File: config.mk
export PLATFORM = sky130hd
export DESIGN_NAME = spi_master_tx
export DESIGN_NICKNAME = d
export VERILOG_FILES = /design/src/rtl/spi_master_tx.sv
export SDC_FILE = /design/constraint.sdc
export NUM_CORES = 1
export LEC_CHECK = 0
export BUFFER_PORTS_ARGS = -buffer_cell sky130_fd_sc_hd__buf_2
export CAP_MARGIN = 25
export CELL_PAD_IN_SITES_DETAIL_PLACEMENT = 0
export CELL_PAD_IN_SITES_GLOBAL_PLACEMENT = 2
export CORE_ASPECT_RATIO = 1.25
export CORE_MARGIN = 4
export CORE_UTILIZATION = 30
export DETAILED_ROUTE_END_ITERATION = 10
export PLACE_DENSITY_LB_ADDON = 0.12
export SYNTH_ARGS = -nofsm -noshare
export SYNTH_HDL_FRONTEND = slang
export SYNTH_SLANG_ARGS = --single-unit
File: constraint.sdc
create_clock -name clk -period 4.3 [get_ports clk]
set_input_delay 1.29 -clock clk [delete_from_list [all_inputs] [get_ports clk]]
set_output_delay 1.29 -clock clk [all_outputs]
set_load 0.005 [all_outputs]
File: src/rtl/spi_master_tx.sv
// SPI master (CPOL=0, CPHA=1): one WIDTH-bit word per SSEL frame, MSB first.
// Define SPI_MASTER_RX_EN to capture the MISO word; otherwise rx_data reads 0.
module spi_master_tx #(
    parameter int WIDTH   = 32,
    parameter int CLK_DIV = 4
) (
    input  logic             clk,
    input  logic             rst,
    input  logic             tx_valid,
    input  logic [WIDTH-1:0] tx_data,
    output logic             tx_ready,
    output logic             SCK,
    output logic             SSEL,
    output logic             MOSI,
    input  logic             MISO,
    output logic             rx_valid,
    output logic [WIDTH-1:0] rx_data
);

    localparam int BW = $clog2(WIDTH) + 1;

    typedef enum logic [2:0] {
        S_IDLE,
        S_SETUP,
        S_HIGH,
        S_LOW,
        S_HOLD,
        S_GAP
    } state_e;

    state_e           state_q, state_d;
    logic [7:0]       div_q, div_d;
    logic [BW-1:0]    bit_q, bit_d;
    logic [WIDTH-1:0] tx_sh_q, tx_sh_d;
    logic             div_done;
    logic             accept;

    assign div_done = (div_q == 8'(CLK_DIV - 1));
    assign accept   = tx_valid && tx_ready;

    always_comb begin
        state_d = state_q;
        bit_d   = bit_q;
        tx_sh_d = tx_sh_q;
        case (state_q)
            S_IDLE: begin
                if (accept) begin
                    tx_sh_d = tx_data;
                    state_d = S_SETUP;
                end
            end
            S_SETUP: begin
                bit_d = '0;
                if (div_done) state_d = S_HIGH;
            end
            S_HIGH: begin
                if (div_done) state_d = S_LOW;
            end
            S_LOW: begin
                if (div_done) begin
                    bit_d = bit_q + 1'b1;
                    // Shift only between bits so MOSI keeps the last bit through HOLD.
                    if (bit_q == BW'(WIDTH - 1)) begin
                        state_d = S_HOLD;
                    end else begin
                        state_d = S_HIGH;
                        tx_sh_d = {tx_sh_q[WIDTH-2:0], 1'b0};
                    end
                end
            end
            S_HOLD: begin
                if (div_done) state_d = S_GAP;
            end
            S_GAP: begin
                if (div_done) state_d = S_IDLE;
            end
            default: state_d = S_IDLE;
        endcase
        div_d = (state_d != state_q) ? 8'd0 : div_q + 8'd1;
    end

    always_ff @(posedge clk) begin
        if (rst) begin
            state_q <= S_IDLE;
            div_q   <= 8'd0;
            bit_q   <= '0;
        end else begin
            state_q <= state_d;
            div_q   <= div_d;
            bit_q   <= bit_d;
        end
    end

    always_ff @(posedge clk) begin
        tx_sh_q <= tx_sh_d;
    end

    // Pin outputs decode directly from the state register (no tx_valid -> tx_ready path).
    assign tx_ready = (state_q == S_IDLE) && !rst;
    assign SCK      = (state_q == S_HIGH);
    assign SSEL     = (state_q inside {S_SETUP, S_HIGH, S_LOW, S_HOLD});
    assign MOSI     = (state_q inside {S_HIGH, S_LOW, S_HOLD}) && tx_sh_q[WIDTH-1];
    assign rx_valid = (state_q == S_HOLD) && div_done;

`ifdef SPI_MASTER_RX_EN
    logic [WIDTH-1:0] rx_sh_q, rx_sh_d;
    logic [WIDTH-1:0] rx_data_q, rx_data_d;

    always_comb begin
        rx_sh_d   = rx_sh_q;
        rx_data_d = rx_data_q;
        if (state_q == S_HIGH && state_d == S_LOW) begin
            rx_sh_d = {rx_sh_q[WIDTH-2:0], MISO};
        end
        if (state_q == S_LOW && state_d == S_HOLD) begin
            rx_data_d = rx_sh_q;
        end
    end

    always_ff @(posedge clk) begin
        rx_sh_q <= rx_sh_d;
        if (rst) begin
            rx_data_q <= '0;
        end else begin
            rx_data_q <= rx_data_d;
        end
    end

    assign rx_data = rx_data_q;
`else
    logic unused_miso;
    assign unused_miso = MISO;
    assign rx_data     = '0;
`endif

endmodule

; Word-level counts from Yosys, hierarchy flattened
; Cells that the tools add are included.
[totals]
reg_bits = 49
in_bits = 36
out_inout_bits = 37
word_cells = 44
[classes]
n_addsub = 2
n_eq_ne = 11
n_mux = 14
reduce_logical = 13
[ops]
columns = cell, n
row1 = $mux 32, 3
row2 = $pmux 32 s2, 1
row3 = $mux 3, 7
row4 = $pmux 3 s6, 1
row5 = $pmux 6 s2, 1
row6 = $add 8x1->8 const B, 1
row7 = $eq 8x2->1 const B, 1
row8 = $add 6x1->6 const B, 1
row9 = $eq 3x2->1 const B, 2
row10 = $eq 3x3->1 const B, 2
row11 = $eq 6x5->1 const B, 1
row12 = $mux 6, 1
row13 = $ne 2x2->1 const B, 3
row14 = $logic_and 1x1->1, 4
row15 = $reduce_and 4->1, 1
row16 = $reduce_bool 2->1, 2
row17 = $reduce_bool 4->1, 1
row18 = $eq 3x1->1 const B, 1
row19 = $logic_not 3->1, 1
row20 = $ne 3x3->1, 1
row21 = $reduce_bool 3->1, 1
row22 = $reduce_and 2->1, 1
row23 = $reduce_or 2->1, 1
row24 = $logic_not 1->1, 1

; Logic depth before layout (Yosys ltp)
; Gate-level depths: netlist (run 1).
[logic_depth]
depth_word = 7
mapped_depth = 5
ltp_nobuf = 5

; Worst setup path after synthesis (run 1)
; Ideal clock, no wire load.
[synth_path]
path_type = input -> register
from = input rst
to = register tx_sh_q[0], enable pin
setup_ps = 432
t_arrival_ps = 3392
required_ps = 3868
slack_ps = 476
cell_stages = 3
n_path_buf = 0
cell_sequence = nor4_1 a22oi_1 a21oi_1
[synth_via]
elab_chain_cells = 5
[synth_lines]
columns = item, line
row1 = from (decl), 8  ; input logic rst,
row2 = $logic_not 1->1, 99  ; assign tx_ready = (state_q == S_IDLE) && !rst;
row3 = $logic_and 1x1->1, 99
row4 = $logic_and 1x1->1, 39  ; assign accept = tx_valid && tx_ready;
row5 = $ne 2x2->1 (no line), --
row6 = $reduce_and 4->1 (no line), --
row7 = to (signal assigned), 95  ; tx_sh_q <= tx_sh_d;
row8 = to (decl), 34  ; logic [WIDTH-1:0] tx_sh_q, tx_sh_d;
; Every way passes these cells.
; A chain may end at the register's enable or synchronous reset.

; Final worst setup path (run 1)
[layout_path]
from = input rst
to = output tx_ready
[layout_via]
elab_chain_cells = 2
[layout_lines]
columns = item, line
row1 = $logic_not 1->1, 99
row2 = $logic_and 1x1->1, 99
row3 = to (decl), 11  ; output logic tx_ready,
; Every way passes these cells.

==> summary.log, run 1 <==
INFO  run_status     outcome=finished, final reports clean
INFO  floorplan      die_height=110.4µm
INFO  setup_path     cp-end-kind=output port
INFO  global_route   number_of_antenna_violations_at_the_first_check_in_global_routing=0
INFO  global_route   grt_pass1_wl=8418µm
INFO  sta            timing.final.crit_period=3.249ns
INFO  yosys          synthesis.area_per_instance=9.046µm²
INFO  cells_and_area fin_nets=353
INFO  sta            timing.setup.tns=0ns
INFO  setup_path     rrSetupSlack=2.09ns
INFO  setup_path     timing.critical_path.mode_cell=sky130_fd_sc_hd__buf_2
INFO  global_route   grt_usage=10.47%
INFO  yosys          async_reset_ff_share=0%
INFO  drt            first_pass_iters=4
INFO  run            maxCapViolations=0
INFO  clocking       cts_tree=done
INFO  clocking       clk_sink_count=49
INFO  power_and_ir_drop net-switching-power=200.5µW
INFO  cells_and_area layout_commonest_cell=sky130_fd_sc_hd__nand2_1
INFO  yosys          cell_taking_the_most_area_after_synthesis=sky130_fd_sc_hd__edfxtp_1
INFO  floorplan      start_util=30.69%
INFO  power_and_ir_drop power_leakage=1.198nW
INFO  yosys          yosys-top-cells-area=sky130_fd_sc_hd__edfxtp_1 (38%), sky130_fd_sc_hd__nand2_1 (15%), sky130_fd_sc_hd__dfxtp_1 (14%)
INFO  drt            vias=1843
INFO  setup_path     crit_arrival=1.96ns
INFO  yosys          mux_cell_area_share_after_synthesis=0%
INFO  drt            routedWlPerCell=12.33µm
INFO  cells_and_area areaGrowthSynthToFinish=11.44%
INFO  sta            maximum_achievable_frequency=307.8MHz
INFO  drt            wl=5080µm
INFO  cells_and_area sequential_cell_area=1301µm²
INFO  cells_and_area multi_input_area=1051µm²
INFO  cells_and_area most-common-layout-cells=sky130_fd_sc_hd__nand2_1 (99), sky130_fd_sc_hd__buf_2 (39), sky130_fd_sc_hd__conb_1 (32), sky130_fd_sc_hd__edfxtp_1 (32), sky130_fd_sc_hd__dfxtp_1 (17)
INFO  setup_path     timing.critical_path.from_type=primary input
INFO  setup_path     r2r-end=tx_sh_q[24]
INFO  place          placed_insts=405
INFO  clocking       cts.htree.levels=2
INFO  place          place.gp.congestion=0.7361
INFO  yosys          synthesis.instances=278
INFO  cells_and_area finalCoreUtilization=34.20%
INFO  floorplan      floorplan.die_area=9921µm²
INFO  global_route   grt_max_degree=36
INFO  yosys          synthDominantCellAreaShare=38.21%
INFO  setup_path     timing.critical_path.slowest_cell_delay=0.30ns
INFO  yosys          synth_top_family_by_area=simple AND/OR/NAND/NOR gates
INFO  sta            timing.final.max_slew_violations=0
INFO  setup_path     crit-reg2reg-launch=div_q[0]
INFO  setup_path     critical_path.endpoint=tx_ready
INFO  power_and_ir_drop seq_power_share=57.6%
INFO  yosys          synth.yosys.warnings=0
INFO  yosys          post_synth_instance_area=2515µm²
INFO  clocking       post_cts_hold_buffer_count=0
INFO  setup_path     timing.critical_path.from=rst
INFO  power_and_ir_drop irDropWorstVdd=0.0001117V
INFO  setup_path     rr_worst_depth=5
INFO  drt            postRouteAntennaNets=0
INFO  global_route   grt_overflow=0
INFO  sta            whs=0.4799ns
INFO  cells_and_area antenna-diode-count=0
INFO  sta            finClkSkew=0.008160ns
INFO  clocking       cts_buffers=5
INFO  yosys          ys_seq_elements=49
INFO  clocking       clk_root_buffer_cell=sky130_fd_sc_hd__clkbuf_8
INFO  setup_path     worstSetupPathType=in -> out
INFO  sta            worst_slack=1.051ns
INFO  clocking       ctsLongestPathBuffers=2
INFO  power_and_ir_drop combinationalPowerShare=7.3%
INFO  yosys          synth_seq_area_share=51.74%
INFO  sta            final-hold-violation-count=0
INFO  place          placement.setup.worst_slack=1.039ns
INFO  setup_path     timing.critical_path.cells=buf_2 -> nor4_1 -> buf_2
INFO  floorplan      boundaryPins=73
INFO  cells_and_area final_layout_size_suffix_gt1_share=19.05%
INFO  power_and_ir_drop total_power=916.9µW
INFO  setup_path     worst_ep_required_time=3.01ns
INFO  floorplan      core_region_area=8194µm²
INFO  global_route   vias_in_the_first_global_route=1758
INFO  sta            finalCritPeriodShare=75.56%
INFO  yosys          share_of_the_synthesized_area_in_compound_gates_ao_oa_aoi_oai=6.269%
INFO  floorplan      fp-row-count=37
INFO  clocking       clk_pin_slew=0.09ns
INFO  cells_and_area post_layout_nonfiller_instances=412
INFO  setup_path     timing.critical_path.depth=3
INFO  place          detailedPlacementHpwl=3562µm
INFO  min_path       worst_hold_path_type=reg -> reg
INFO  setup_path     cpMaxStageDelayCell=sky130_fd_sc_hd__nor4_1
INFO  sta            setup_repair_after_global_routing_missed_its_margin=false
INFO  setup_path     cell_family_with_most_cp_delay=buffers and inverters
INFO  power_and_ir_drop switching_share=21.87%
INFO  power_and_ir_drop internal-power=716.4µW
INFO  sta            finalSetupViolCount=0
INFO  power_and_ir_drop power-per-cell-area=327.2nW/µm²
INFO  place          dpl-instance-area=2699µm²
INFO  cells_and_area fillCellCount=893
INFO  yosys          synth-edff-count=32
INFO  yosys          yosys.area_share.xor_xnor=2.438%
INFO  yosys          synthFlopType=sky130_fd_sc_hd__edfxtp_1
INFO  setup_path     critical_path_peak_fanout=12
INFO  clocking       post_cts.resized_instances=0
INFO  setup_path     worst-path-buf-inv=2
INFO  drt            drc_violations=0
INFO  yosys          adder_cell_fraction_of_synth_area=0.9950%
INFO  floorplan      chipWidth=89.89µm
INFO  clocking       worstSkewPairLatency=0.30ns
INFO  yosys          synthSimpleGateAreaFrac=26.87%
INFO  clocking       cts_setup_buffers=0
INFO  yosys          post_synth_num_cell_types=46
INFO  drt            drt_iter0_drc=62
INFO  drt            avgViaCountPerCell=4.473
INFO  place          io_buffers=39
INFO  power_and_ir_drop p_clk_share=35.0%
INFO  cells_and_area finalInstanceArea=2803µm²
## cell families (layout without fill, tap and decap cells)
family | after synthesis | in the layout
compound gates | 24 | 24
xor+xnor | 7 | 7
fa+ha+maj | 2 | 2
buf+inv | 45 | 51
flops | 49 | 49
other cells | 1 | 32
simple gates | 150 | 150
## power groups by stage
stage | Combinational (mW) | Clock [mW] | Sequential [mW]
floorplan | 0.0634 | 0 | 0.536
global placement | 0.0677 | 0 | 0.539
detailed placement | 0.0680 | 0 | 0.539
CTS | 0.0683 | 0.335 | 0.529
global route | 0.0794 | 0.353 | 0.531
finish | 0.0672 | 0.321 | 0.528
## per-layer routing
metal / GRT usage [%] / routed length [µm] / vias up
met5: 0 / 0 / -
met4: 4.048 / 73 / 0
met3: 2.444 / 249 / 6
met2: 17.96 / 2415 / 45
met1: 12.94 / 2342 / 851
li1: - / - / 941
## worst min-delay path by stage
stage,startpoint,to,slack (ns),cells after the start
3_3_place_gp,div_q[0],div_q[0],0.46,1
3_5_place_dp,div_q[0],div_q[0],0.46,1
4_1_cts,div_q[0],div_q[0],0.49,1
2_1_floorplan,div_q[0],div_q[0],0.44,1
6_report,div_q[0],div_q[0],0.48,1
5_1_grt,tx_sh_q[1],tx_sh_q[2],0.53,2
## Yosys cell counts, types with 2 or more instances
| master | instances |
|---|---|
| sky130_fd_sc_hd__inv_1 | 2 |
| sky130_fd_sc_hd__a21oi_1 | 8 |
| sky130_fd_sc_hd__nor2b_1 | 2 |
| sky130_fd_sc_hd__xor2_1 | 5 |
| sky130_fd_sc_hd__or3_1 | 3 |
| sky130_fd_sc_hd__edfxtp_1 | 32 |
| sky130_fd_sc_hd__buf_4 | 32 |
| sky130_fd_sc_hd__dfxtp_1 | 17 |
| sky130_fd_sc_hd__a31oi_1 | 2 |
| sky130_fd_sc_hd__nor2_1 | 13 |
| sky130_fd_sc_hd__nand2_1 | 99 |
| sky130_fd_sc_hd__ha_1 | 2 |
| sky130_fd_sc_hd__or3b_2 | 2 |
| sky130_fd_sc_hd__nand2b_1 | 2 |
| sky130_fd_sc_hd__nand3_1 | 13 |
| sky130_fd_sc_hd__o21ai_0 | 4 |
| sky130_fd_sc_hd__clkbuf_1 | 10 |
| sky130_fd_sc_hd__xnor2_1 | 2 |
## layout make-up
| class | instances | area share, % |
|---|---|---|
| Clock buffer | 5 | 2.455 |
| Timing Repair Buffer | 42 | 7.768 |
| Tap cell | 97 | 4.330 |
| Multi-Input combinational cell | 215 | 37.50 |
| Sequential cell | 49 | 46.43 |
| Clock inverter | 2 | 1.250 |
| Inverter | 2 | 0.2679 |
## sequential cells by signal, indices dropped and copies added (netlist names)
name and cells:
tx_sh_q 32, div_q 8, bit_q 6, state_q 3
## worst reg2reg max path: stages (launching register included)
cell,delay [ns]
sky130_fd_sc_hd__dfxtp_1,0.39
sky130_fd_sc_hd__ha_1,0.27
sky130_fd_sc_hd__nor3b_2,0.32
sky130_fd_sc_hd__nand2_1,0.27
sky130_fd_sc_hd__a21oi_4,0.21
sky130_fd_sc_hd__buf_4,0.39
Power figures use the tool's default switching activity.
==> run 2, diff against run 1 <==
- CORE_UTILIZATION: 30 -> 27
- clock period: 4.3 -> 2.8 ns (I/O delays scaled with it)
==> summary.log, run 2 (same netlist as run 1, synthesis figures left out) <==
INFO  floorplan      start_util=27.56% [-3.1 points]
INFO  cells_and_area most-common-layout-cells=sky130_fd_sc_hd__nand2_1 (99), sky130_fd_sc_hd__buf_2 (39), sky130_fd_sc_hd__conb_1 (32), sky130_fd_sc_hd__edfxtp_1 (32), sky130_fd_sc_hd__dfxtp_1 (17)
INFO  place          dpl-instance-area=2759µm² [+2.2%]
INFO  clocking       clk_root_buffer_cell=sky130_fd_sc_hd__clkbuf_16
INFO  power_and_ir_drop combinationalPowerShare=7.1% [-0.2 points]
INFO  clocking       cts_tree=done
INFO  drt            postRouteAntennaNets=0 [unchanged]
INFO  sta            final-hold-violation-count=0 [unchanged]
INFO  cells_and_area reg.largest.list=tx_sh_q x32, div_q x8, bit_q x6
INFO  drt            first_pass_iters=4 [unchanged]
INFO  run_status     outcome=finished, final reports clean
INFO  clocking       clk_pin_slew=0.07ns [-0.02 ns]
INFO  setup_path     cp-end-kind=output port
INFO  setup_path     cpMaxStageDelayCell=sky130_fd_sc_hd__dfxtp_1
INFO  floorplan      floorplan.die_area=10930µm² [+10%]
INFO  power_and_ir_drop power-per-cell-area=522.4nW/µm² [+60%]
INFO  cells_and_area layout_commonest_cell=sky130_fd_sc_hd__nand2_1
INFO  global_route   grt_overflow=0 [unchanged]
INFO  setup_path     cell_family_with_most_cp_delay=simple AND/OR/NAND/NOR gates
INFO  cells_and_area max_flop_register=tx_sh_q
INFO  place          detailedPlacementHpwl=3810µm [+7.0%]
INFO  setup_path     worstSetupPathType=reg -> out
INFO  setup_path     critical_path_peak_fanout=5 [-7]
INFO  sta            tightest_slew=0.4903ns
INFO  setup_path     timing.critical_path.from_type=flip-flop
INFO  drt            drc_violations=0 [unchanged]
INFO  power_and_ir_drop net-switching-power=341.3µW [+70%]
INFO  setup_path     timing.critical_path.cells=ha_1 -> nor3b_2 -> nand2_1 -> nor2_1 -> buf_2
INFO  cells_and_area areaGrowthSynthToFinish=15.27%
INFO  clocking       cts_setup_buffers=0 [unchanged]
INFO  cells_and_area antenna-diode-count=0 [unchanged]
INFO  power_and_ir_drop irDropWorstVdd=0.0002687V [+140%]
INFO  sta            worst_case_headroom_to_the_max_slew_limit=67.01%
INFO  floorplan      fp-row-count=39 [+5.4%]
INFO  global_route   vias_in_the_first_global_route=1876 [+6.7%]
INFO  drt            wl=5336µm [+5.0%]
INFO  setup_path     timing.critical_path.slowest_cell_delay=0.39ns [+0.09 ns]
INFO  place          io_buffers=39 [unchanged]
INFO  place          place.gp.congestion=0.6905 [-6.2%]
INFO  power_and_ir_drop p_clk_share=39.2% [+4.2 points]
INFO  cells_and_area finalInstanceArea=2899µm² [+3.4%]
INFO  setup_path     worst-path-buf-inv=1 [-1]
INFO  drt            routedWlPerCell=12.10µm [-1.9%]
INFO  global_route   grt_pass1_wl=8700µm [+3.3%]
INFO  setup_path     worst_ep_required_time=1.96ns [-1.05 ns]
INFO  power_and_ir_drop switching_share=22.53% [+0.66 points]
INFO  drt            drt_iter0_drc=54 [-13%]
INFO  sta            finClkSkew=0.004543ns [-0.003616 ns]
INFO  sta            maximum_achievable_frequency=395.8MHz
INFO  floorplan      chipWidth=94.32µm [+4.9%]
INFO  power_and_ir_drop power_leakage=1.221nW [+1.9%]
INFO  cells_and_area largest_register_ffs=32 [unchanged]
INFO  global_route   number_of_antenna_violations_at_the_first_check_in_global_routing=0 [unchanged]
INFO  drt            avgViaCountPerCell=4.231 [-5.4%]
INFO  cells_and_area fin_nets=355 [+0.57%]
INFO  clocking       worstSkewPairLatency=0.29ns [about the same]
INFO  floorplan      core_region_area=9125µm² [+11%]
INFO  global_route   grt_usage=10.07% [-0.41 points]
INFO  cells_and_area finalCoreUtilization=31.77% [-2.4 points]
INFO  sta            timing.final.crit_period=2.527ns
INFO  clocking       ctsLongestPathBuffers=2 [unchanged]
INFO  setup_path     crit_arrival=1.69ns [-0.27 ns]
INFO  cells_and_area final_layout_size_suffix_gt1_share=19.18% [+0.13 points]
INFO  clocking       post_cts_hold_buffer_count=0 [unchanged]
INFO  sta            finalSetupViolCount=0 [unchanged]
INFO  run            maxCapViolations=0 [unchanged]
INFO  sta            timing.setup.tns=0ns [unchanged]
INFO  sta            timing.final.max_slew_violations=0 [unchanged]
INFO  floorplan      die_height=115.9µm [+5.0%]
INFO  drt            vias=1866 [+1.2%]
INFO  clocking       cts.htree.levels=2 [unchanged]
INFO  min_path       worst_hold_path_type=reg -> reg
INFO  global_route   grt_max_degree=33 [-8.3%]
INFO  clocking       clk_sink_count=49 [unchanged]
INFO  power_and_ir_drop seq_power_share=53.6% [-4.0 points]
INFO  power_and_ir_drop internal-power=1.173mW [+64%]
INFO  sta            finalCritPeriodShare=90.24%
INFO  floorplan      boundaryPins=73 [unchanged]
INFO  clocking       cts_buffers=5 [unchanged]
INFO  sta            setup_repair_after_global_routing_missed_its_margin=false
INFO  clocking       post_cts.resized_instances=0 [unchanged]
==> run 2: layout make-up <==
type | count | area, µm²
Clock buffer | 6 | 128.9
Tap cell | 123 | 153.9
Multi-Input combinational cell | 215 | 1051
Sequential cell | 49 | 1301
Inverter | 2 | 7.507
Clock inverter | 2 | 11.26
Timing Repair Buffer | 44 | 245.2
Fill cell | 1021 | 6226
==> run 2: per-stage QoR <==
stage               std cells  setup WS [ns]  total power, mW  hold WS, ns
finish                    441         0.2733            1.515       0.4891
global route              441        0.07814            1.580       0.5133
CTS                       441         0.2241            1.538       0.4922
detailed placement        433         0.4083           0.9390       0.4761
global placement          433         0.3973           0.9382       0.4570
floorplan                 309         0.1293           0.9203       0.4377
==> run 2: worst paths after layout <==
check        startpoint         end  slack (ns)  cells past startpoint
max reg2reg    div_q[0]  tx_sh_q[4]        0.76                      6
max            div_q[0]    rx_valid        0.27                      5
min            div_q[0]    div_q[0]        0.49                      1
min reg2reg    div_q[0]    div_q[0]        0.49                      1
==> run 2: power groups by stage <==
| stage | clock network, mW | logic (mW) | registers (mW) |
|---|---|---|---|
| floorplan | 0 | 0.0978 | 0.823 |
| global placement | 0 | 0.110 | 0.828 |
| detailed placement | 0 | 0.111 | 0.828 |
| CTS | 0.616 | 0.111 | 0.812 |
| global route | 0.638 | 0.127 | 0.814 |
| finish | 0.594 | 0.108 | 0.812 |
==> run 2: worst register-to-register path, cell delays in order, from the launching register on <==
cell	delay [ns]
sky130_fd_sc_hd__dfxtp_1	0.39
sky130_fd_sc_hd__ha_1	0.27
sky130_fd_sc_hd__nor3b_2	0.34
sky130_fd_sc_hd__nand2_1	0.14
sky130_fd_sc_hd__buf_4	0.20
sky130_fd_sc_hd__a21oi_4	0.16
sky130_fd_sc_hd__buf_12	0.22
==> run 2: metal layers <==
| metal | up-vias | routed length (µm) | global-route usage, % |
|---|---|---|---|
| met5 | - | 0 | 0 |
| met4 | 0 | 86 | 3.757 |
| met3 | 6 | 286 | 2.273 |
| met2 | 50 | 2681 | 17.09 |
| met1 | 865 | 2281 | 12.45 |
| li1 | 945 | - | - |
